### config.mk
export PLATFORM = sky130hd
export DESIGN_NAME = gc_controller_poller
export DESIGN_NICKNAME = d
export VERILOG_FILES = /design/src/rtl/gc_controller_poller.sv
export SDC_FILE = /design/constraint.sdc
export NUM_CORES = 1
export LEC_CHECK = 0
export CORE_MARGIN = 5
export CORE_UTILIZATION = 50
export CTS_BUF_LIST = sky130_fd_sc_hd__clkbuf_2 sky130_fd_sc_hd__clkbuf_4 sky130_fd_sc_hd__clkbuf_8
export CTS_CLUSTER_DIAMETER = 30
export DETAILED_ROUTE_END_ITERATION = 10
export GPL_ROUTABILITY_DRIVEN = 0
export PLACE_DENSITY = 0.83
export SKIP_LAST_GASP = 1
export SLEW_MARGIN = 20
export SYNTH_ARGS = -nofsm -noshare
export SYNTH_HDL_FRONTEND = slang
export SYNTH_SLANG_ARGS = --single-unit
### constraint.sdc
create_clock -name clk -period 1.9 [get_ports clk]
set_clock_uncertainty 0.1 [all_clocks]
set_input_delay 0.38 -clock clk [delete_from_list [all_inputs] [get_ports clk]]
set_output_delay 0.38 -clock clk [all_outputs]
set_load 0.02 [all_outputs]
### src/rtl/gc_controller_poller.sv
// gc_controller_poller: polls a GameCube controller over its open-drain
// single-wire bus at a fixed rate and decodes each 64-bit status reply into
// registered button, stick and trigger outputs.
module gc_controller_poller #(
    parameter int unsigned US_CYCLES      = 100,
    parameter int unsigned POLL_CYCLES    = 1_666_667,
    parameter int unsigned TIMEOUT_CYCLES = 1_000
) (
    input  logic       clk,
    input  logic       reset,
    input  logic       gc_data_in,
    output logic       gc_data_oe,
    output logic       A,
    output logic       B,
    output logic       X,
    output logic       Y,
    output logic       start_pause,
    output logic       L,
    output logic       R,
    output logic       Z,
    output logic       D_UP,
    output logic       D_DOWN,
    output logic       D_RIGHT,
    output logic       D_LEFT,
    output logic [7:0] JOY_X,
    output logic [7:0] JOY_Y,
    output logic [7:0] C_STICK_X,
    output logic [7:0] C_STICK_Y,
    output logic [7:0] L_TRIGGER,
    output logic [7:0] R_TRIGGER,
    output logic       frame_valid,
    output logic       frame_error,
    output logic       connected
);

    localparam int unsigned BIT_CYCLES = 4 * US_CYCLES;
    localparam int unsigned CW = $clog2(BIT_CYCLES);
    localparam int unsigned PW = (POLL_CYCLES > 1) ? $clog2(POLL_CYCLES) : 1;
    localparam int unsigned TW = $clog2(TIMEOUT_CYCLES + 1);

    localparam logic [CW-1:0] BIT_LAST    = CW'(BIT_CYCLES - 1);
    localparam logic [CW-1:0] SHORT_LOW   = CW'(US_CYCLES);
    localparam logic [CW-1:0] LONG_LOW    = CW'(3 * US_CYCLES);
    localparam logic [CW-1:0] SAMPLE_AT   = CW'(2 * US_CYCLES - 1);
    localparam logic [PW-1:0] POLL_LAST   = PW'(POLL_CYCLES - 1);
    localparam logic [TW-1:0] TO_LAST     = TW'(TIMEOUT_CYCLES - 1);
    localparam logic [24:0]   CMD_WORD    = {24'h400300, 1'b1};
    localparam logic [6:0]    TX_LAST_BIT = 7'd24;
    localparam logic [6:0]    RX_LAST_BIT = 7'd63;

    typedef enum logic [2:0] {
        IDLE,
        SEND,
        RX_WAIT,
        RX_BIT,
        DECODE,
        ERROR
    } state_t;

    state_t          state_q, state_d;
    logic [PW-1:0]   poll_q;
    logic            poll_wrap;
    logic            sync1_q, sync2_q, prev_q;
    logic            fall;
    logic [CW-1:0]   cyc_q;
    logic [TW-1:0]   to_q;
    logic [6:0]      cnt_q;
    logic [24:0]     tx_q;
    logic [63:0]     rx_q;
    logic            frame_ok;
    logic            load_en;
    logic            err_en;

    logic [4:0]      btn0_q;
    logic [6:0]      btn1_q;
    logic [7:0]      joy_x_q, joy_y_q, c_x_q, c_y_q, l_trig_q, r_trig_q;
    logic            frame_valid_q, frame_error_q, connected_q;

    assign poll_wrap = (poll_q == POLL_LAST);
    assign fall      = prev_q & ~sync2_q;
    assign frame_ok  = (rx_q[63:61] == 3'b000) && rx_q[55];

    // Free-running poll-period counter.
    always_ff @(posedge clk) begin
        if (reset) begin
            poll_q <= '0;
        end else if (poll_wrap) begin
            poll_q <= '0;
        end else begin
            poll_q <= poll_q + PW'(1);
        end
    end

    // Two-flop synchroniser for the raw bus plus one delay stage for edge detection.
    always_ff @(posedge clk) begin
        if (reset) begin
            sync1_q <= 1'b1;
            sync2_q <= 1'b1;
            prev_q  <= 1'b1;
        end else begin
            sync1_q <= gc_data_in;
            sync2_q <= sync1_q;
            prev_q  <= sync2_q;
        end
    end

    // FSM state register.
    always_ff @(posedge clk) begin
        if (reset) begin
            state_q <= IDLE;
        end else begin
            state_q <= state_d;
        end
    end

    // FSM next-state logic.
    always_comb begin
        state_d = state_q;
        case (state_q)
            IDLE: begin
                if (poll_wrap) state_d = SEND;
            end
            SEND: begin
                if (cyc_q == BIT_LAST && cnt_q == TX_LAST_BIT) state_d = RX_WAIT;
            end
            RX_WAIT: begin
                if (fall) begin
                    state_d = RX_BIT;
                end else if (to_q == TO_LAST) begin
                    state_d = ERROR;
                end
            end
            RX_BIT: begin
                if (cyc_q == SAMPLE_AT) begin
                    state_d = (cnt_q == RX_LAST_BIT) ? DECODE : RX_WAIT;
                end
            end
            DECODE: begin
                state_d = frame_ok ? IDLE : ERROR;
            end
            ERROR: begin
                state_d = IDLE;
            end
            default: begin
                state_d = IDLE;
            end
        endcase
    end

    // FSM outputs: bus drive and the decode/error strobes for the output registers.
    always_comb begin
        gc_data_oe = 1'b0;
        load_en    = 1'b0;
        err_en     = 1'b0;
        case (state_q)
            SEND:    gc_data_oe = (cyc_q < (tx_q[24] ? SHORT_LOW : LONG_LOW));
            DECODE:  load_en    = frame_ok;
            ERROR:   err_en     = 1'b1;
            default: begin end
        endcase
    end

    // Bit timing, timeout counting and the transmit/receive shift registers.
    always_ff @(posedge clk) begin
        if (reset) begin
            cyc_q <= '0;
            to_q  <= '0;
            cnt_q <= '0;
            tx_q  <= '0;
            rx_q  <= '0;
        end else begin
            case (state_q)
                IDLE: begin
                    cyc_q <= '0;
                    to_q  <= '0;
                    cnt_q <= '0;
                    tx_q  <= CMD_WORD;
                end
                SEND: begin
                    to_q <= '0;
                    if (cyc_q == BIT_LAST) begin
                        cyc_q <= '0;
                        tx_q  <= {tx_q[23:0], 1'b0};
                        // Bit index doubles as the reply bit counter, so clear it on the way out.
                        cnt_q <= (cnt_q == TX_LAST_BIT) ? '0 : cnt_q + 7'd1;
                    end else begin
                        cyc_q <= cyc_q + CW'(1);
                    end
                end
                RX_WAIT: begin
                    cyc_q <= '0;
                    to_q  <= to_q + TW'(1);
                end
                RX_BIT: begin
                    to_q  <= '0;
                    cyc_q <= cyc_q + CW'(1);
                    if (cyc_q == SAMPLE_AT) begin
                        rx_q  <= {rx_q[62:0], sync2_q};
                        cnt_q <= cnt_q + 7'd1;
                    end
                end
                default: begin
                    cyc_q <= '0;
                    to_q  <= '0;
                end
            endcase
        end
    end

    // Registered decoded outputs and status flags; data changes only on a good frame.
    always_ff @(posedge clk) begin
        if (reset) begin
            btn0_q        <= '0;
            btn1_q        <= '0;
            joy_x_q       <= 8'd128;
            joy_y_q       <= 8'd128;
            c_x_q         <= 8'd128;
            c_y_q         <= 8'd128;
            l_trig_q      <= '0;
            r_trig_q      <= '0;
            frame_valid_q <= 1'b0;
            frame_error_q <= 1'b0;
            connected_q   <= 1'b0;
        end else begin
            frame_valid_q <= load_en;
            frame_error_q <= err_en;
            if (load_en) begin
                btn0_q      <= rx_q[60:56];
                btn1_q      <= rx_q[54:48];
                joy_x_q     <= rx_q[47:40];
                joy_y_q     <= rx_q[39:32];
                c_x_q       <= rx_q[31:24];
                c_y_q       <= rx_q[23:16];
                l_trig_q    <= rx_q[15:8];
                r_trig_q    <= rx_q[7:0];
                connected_q <= 1'b1;
            end else if (err_en) begin
                connected_q <= 1'b0;
            end
        end
    end

    assign start_pause = btn0_q[4];
    assign Y           = btn0_q[3];
    assign X           = btn0_q[2];
    assign B           = btn0_q[1];
    assign A           = btn0_q[0];
    assign L           = btn1_q[6];
    assign R           = btn1_q[5];
    assign Z           = btn1_q[4];
    assign D_UP        = btn1_q[3];
    assign D_DOWN      = btn1_q[2];
    assign D_RIGHT     = btn1_q[1];
    assign D_LEFT      = btn1_q[0];
    assign JOY_X       = joy_x_q;
    assign JOY_Y       = joy_y_q;
    assign C_STICK_X   = c_x_q;
    assign C_STICK_Y   = c_y_q;
    assign L_TRIGGER   = l_trig_q;
    assign R_TRIGGER   = r_trig_q;
    assign frame_valid = frame_valid_q;
    assign frame_error = frame_error_q;
    assign connected   = connected_q;

endmodule

; After elaboration in Yosys (flattened, before gate mapping)
; Cells that the tools add are included.
[op_classes]
n_addsub = 4
n_mul = 0
n_div = 0
magnitude_cmp = 1
eq_ne = 16
n_shift = 0
n_mux = 22
n_bitwise = 3
n_reduce_logical = 13
[op_table]
columns = operator, count
row1 = $pmux W25 S2, 1
row2 = $mux W25, 1
row3 = $add A21 B1 Y21 const B, 1
row4 = $eq A21 B21 Y1 const B, 1
row5 = $mux W3, 7
row6 = $mux W7, 3
row7 = $pmux W7 S3, 1
row8 = $mux W9, 2
row9 = $pmux W9 S2, 1
row10 = $pmux W3 S5, 1
row11 = $add A10 B1 Y10 const B, 1
row12 = $eq A10 B10 Y1 const B, 1
row13 = $add A9 B1 Y9 const B, 1
row14 = $eq A9 B8 Y1 const B, 1
row15 = $eq A9 B9 Y1 const B, 1
row16 = $lt A9 B9 Y1, 1
row17 = $ne A2 B2 Y1 const B, 4
row18 = $add A7 B1 Y7 const B, 1
row19 = $eq A7 B5 Y1 const B, 1
row20 = $eq A7 B6 Y1 const B, 1
row21 = $eq A3 B2 Y1 const B, 2
row22 = $eq A3 B3 Y1 const B, 2
row23 = $logic_not A3 Y1, 2
row24 = $mux W1, 5
row25 = other kinds (11), 16
[word_totals]
regBits = 205
latch_bits = 0
ram_bits = 0
mem_bits_ro = 0
inputBits = 3
wordCells = 80
mem_count = 0

; Depth between registers and ports, before layout
[depth]
word_depth = 4
ltp_mapped = 8
mapped_depth_nobuf = 6

; Least setup slack after synthesis
; OpenSTA, ideal clock, no wires.
[synth_timing]
path_kind = register to output
from = reg cyc_q[3]
to = out gc_data_oe
t_arrival_ps = 2376
required_time_ps = 1420
setup_slack_ps = -956
stages_incl_launch_ff = 5
cell_sequence = dfxtp_1 > ha_1 > a211o_1 > a311o_1 > a2111oi_0
[synth_via]
elab_chain_len = 2
[synth_rtl]
columns = item, line_no
row1 = "start, declared", 65  ; logic [CW-1:0] cyc_q;
row2 = "start signal, assigned", 187  ; cyc_q <= cyc_q + CW'(1);
row3 = "start signal, assigned", 196  ; cyc_q <= cyc_q + CW'(1);
row4 = $lt A9 B9 Y1, 156  ; SEND: gc_data_oe = (cyc_q < (tx_q[24] ? SHORT_LOW : LONG_LOW));
row5 = $mux W1, 155  ; case (state_q)
row6 = "end, declared", 12  ; output logic gc_data_oe,
; Every way passes these cells.

; Worst setup path in the final report
[layout_timing]
from = reg tx_q[24]
to = out gc_data_oe
[layout_via]
elab_chain_len = 3
[layout_rtl]
columns = item, line_no
row1 = "start, declared", 68  ; logic [24:0] tx_q;
row2 = "start signal, assigned", 183  ; tx_q <= {tx_q[23:0], 1'b0};
row3 = $mux W9, 156
row4 = $lt A9 B9 Y1, 156
row5 = $mux W1, 155
; Every way passes these cells.

==> reports/metrics.yaml <==
synth:
  avgSynthCellArea_sq_um: 8.26
  syn_nets: 958
  synthCells: 946
  synthArstFlopShare_pct: 0
  synth.cell_area_sq_um: 7810
  synthFlopType: "dfxtp_1"
  ys_warn_count: 0
  ys_ff_latch: 205
  ys_seq_area_share_pct: 52.5
  ys_types: 49
  synth-edff-count: 0
outcome:
  status: "finished, violations left"
  violations: "negative setup slack"
global_route:
  busiest_layer: "met2"
  grtUsageMet3_pct: 6.89
  grt_pass1_wl_mm: 41.8
  globalRouteOverflowTotal: 0
  grt_max_degree: 60
  met2_usage_pct: 48.2
  antenna_found_initial: 0
  track_usage_pct: 28.4
  grtUsageMet1_pct: 32.8
  grt_pass1_vias: 8077
setup_path:
  cp-startpoint: "tx_q[24]"
  start_kind: "flip-flop"
  r2r-start: "cyc_q[4]"
  crit_type: "reg -> out"
  cp.arrival_ps: 2280
  cp_max_fo: 2
  worst_setup_path_end_kind: "primary output"
  required_ps: 1420
layout:
  final_cells: 1344
  post-route-util_pct: 84.8
  antenna_cells: 0
  area_growth_pct: 65.6
  final_nets: 1119
  design_area_sq_um: 12900
  drive_above_1_share_pct: 52.4
clock_network:
  numCtsBuffers: 39
  cts_tree: "done"
  clock_sinks: 205
  clk_latency_ps: 570
  cts_max_path_buffers: 3
  clk_pin_slew_worst_paths_ps: 60
  cts_root_buffer: "clkbuf_8"
  cts.hold.buffers_added: 0
  h-tree-depth: 2
timing:
  hold_slack_ps: 84.5
  fin_crit_ps: 2760
  fin_ws_ps: -859
  hold_violations: 0
  min_period_over_period_pct: 145
  fmax_ghz: 0.362
  maxSlewHeadroom_pct: 38.8
  grt_setup_unrepaired: "yes"
  tightest_slew_ps: 918
  setup_viol: 190
  finalMaxSlewViolations: 0
place:
  pre_cts_ws_ps: -704
  io_buffers: 66
  place_area_sq_um: 9040
  hpwl_mm: 10.4
  place_inst: 1219
hold_path:
  hp-start: "reset"
  hp-class: "in -> reg"
routing:
  ant_nets: 0
  drc: 0
  vias_per_cell: 6.59
  dr.pass1.iters: 6
  wl_per_cell_um: 28.4
  wirelength_mm: 38.2
  vias: 8863
  drt_iter0_drc: 1286
pwr:
  p_leak_nw: 5.75
  powerDensity_nw_per_um2: 769
  irDropWorstVdd_mv: 0.861
floorplanning:
  dieArea_sq_um: 18200
  die_w_um: 135
  core-area_sq_um: 15300
  rows: 45
  io_pins: 67
  start_util_pct: 51.2
  die_h_um: 135
job:
  max_cap_viol_count: 0
-- registers in the layout (all words and copies together), names as in the netlist, 5 cells and up --
| register | flops |
|---|---|
| rx_q | 64 |
| tx_q | 25 |
| poll_q | 21 |
| to_q | 10 |
| cyc_q | 9 |
| C_STICK_X | 8 |
| C_STICK_Y | 8 |
| JOY_X | 8 |
| JOY_Y | 8 |
| L_TRIGGER | 8 |
| R_TRIGGER | 8 |
| btn1_q | 7 |
| cnt_q | 7 |
| btn0_q | 5 |
-- repair_timing --
action	CTS	global route
gates cloned	19	9
pin swaps	48	187
gates resized for setup	243	463
endpoints found under the setup margin	197	191
buffers inserted	21	24
-- routing by layer --
layer,part of all wire (%),vias up,wire [um]
li1,-,3477,-
met1,35,4196,13300
met2,44,870,17000
met3,11,320,4360
met4,9.6,0,3660
met5,0,-,0
-- synth_stat cells (2+ instances only) --
cell type / number / area (sq um)
nor3_1: 2 / 10.0
nand3_2: 19 / 190
or2_1: 2 / 12.5
o21ai_1: 3 / 15.0
xor2_1: 13 / 114
and4_1: 2 / 17.5
a211o_1: 2 / 17.5
nor3b_1: 2 / 15.0
dfxtp_1: 205 / 4100
nand2b_1: 4 / 25.0
nand3_1: 15 / 75.1
or4_1: 2 / 15.0
or3_1: 7 / 43.8
nor4b_1: 4 / 35.0
and2_1: 4 / 25.0
inv_1: 11 / 41.3
xnor2_1: 20 / 175
and3_1: 8 / 50.1
a211oi_1: 2 / 15.0
a21oi_1: 151 / 756
nand4_1: 6 / 37.5
o31ai_1: 2 / 15.0
nor2b_1: 2 / 12.5
or3b_1: 2 / 17.5
a2111oi_0: 2 / 17.5
ha_1: 9 / 113
a31oi_1: 3 / 18.8
or4b_1: 2 / 20.0
buf_6: 2 / 22.5
nand3b_1: 5 / 37.5
o22ai_1: 3 / 18.8
buf_2: 19 / 95.1
o21ai_0: 6 / 30.0
or2_2: 4 / 25.0
nor4_1: 2 / 12.5
o21bai_1: 2 / 15.0
clkbuf_1: 40 / 150
nor2_1: 60 / 225
nand2_1: 287 / 1080
-- cells by family (layout without fill, tap and decap cells) --
kind of cell,after synthesis,after routing,synth area share (%)
buf+inv,72,256,3.96
mux,2,2,0.272
compound gates,180,180,12.2
flops,205,205,52.5
xor+xnor,33,33,3.70
simple gates,445,448,25.9
fa+ha+maj,9,9,1.44
-- critical path, stage by stage, from the launching register on --
cell       delay (ps)
dfxtp_2           320
ha_1              290
a211o_1           270
a311o_1           320
a2111oi_4         340
buf_4             200
-- final cells by class --
class | count | area, sq um
fill | 602 | 2320
tap | 211 | 264
clock buffer | 53 | 673
inverter | 11 | 41.3
multi-input combinational | 672 | 5510
timing repair buffer | 178 | 2080
sequential | 205 | 4130
clock inverter | 14 | 238
-- final timing paths --
path / endpoint / cells after the start / slack [ps]
max: gc_data_oe / 5 / -860
min: cnt_q[6] / 2 / 80
max reg2reg: cnt_q[1] / 11 / -690
min reg2reg: to_q[0] / 1 / 350
-- metrics by stage --
stage / TNS, ps / total power, mW
after floorplan: -5290 / 4.48
after global placement: -24750 / 4.52
after detailed placement: -28160 / 4.52
after CTS: -37970 / 9.51
after global routing: -71720 / 10.1
final: -68440 / 9.95
-- power by group --
group / switching [mW] / total, mW / internal, mW / leakage [nW]
registers: 0.0168 / 4.32 / 4.31 / 1.66
clock network: 2.30 / 5.44 / 3.14 / 0.471
logic: 0.137 / 0.185 / 0.0473 / 3.62
total: 2.45 / 9.95 / 7.50 / 5.75
-- cell usage in the layout (no fill, tap or decap), types with 19 or more instances in the layout --
cell type	Yosys	routed
buf_6	2	25
dlygate4sd2_1	0	63
dfxtp_1	205	192
a21oi_2	0	135
nand3_2	19	21
buf_4	0	49
clkbuf_8	0	44
nand2_2	0	34
buf_12	0	27
nor2_1	60	28
xnor2_1	20	19
nand2_4	0	135
nand2_1	287	117
nor2_4	0	22
(Power assumes the default switching activity.)
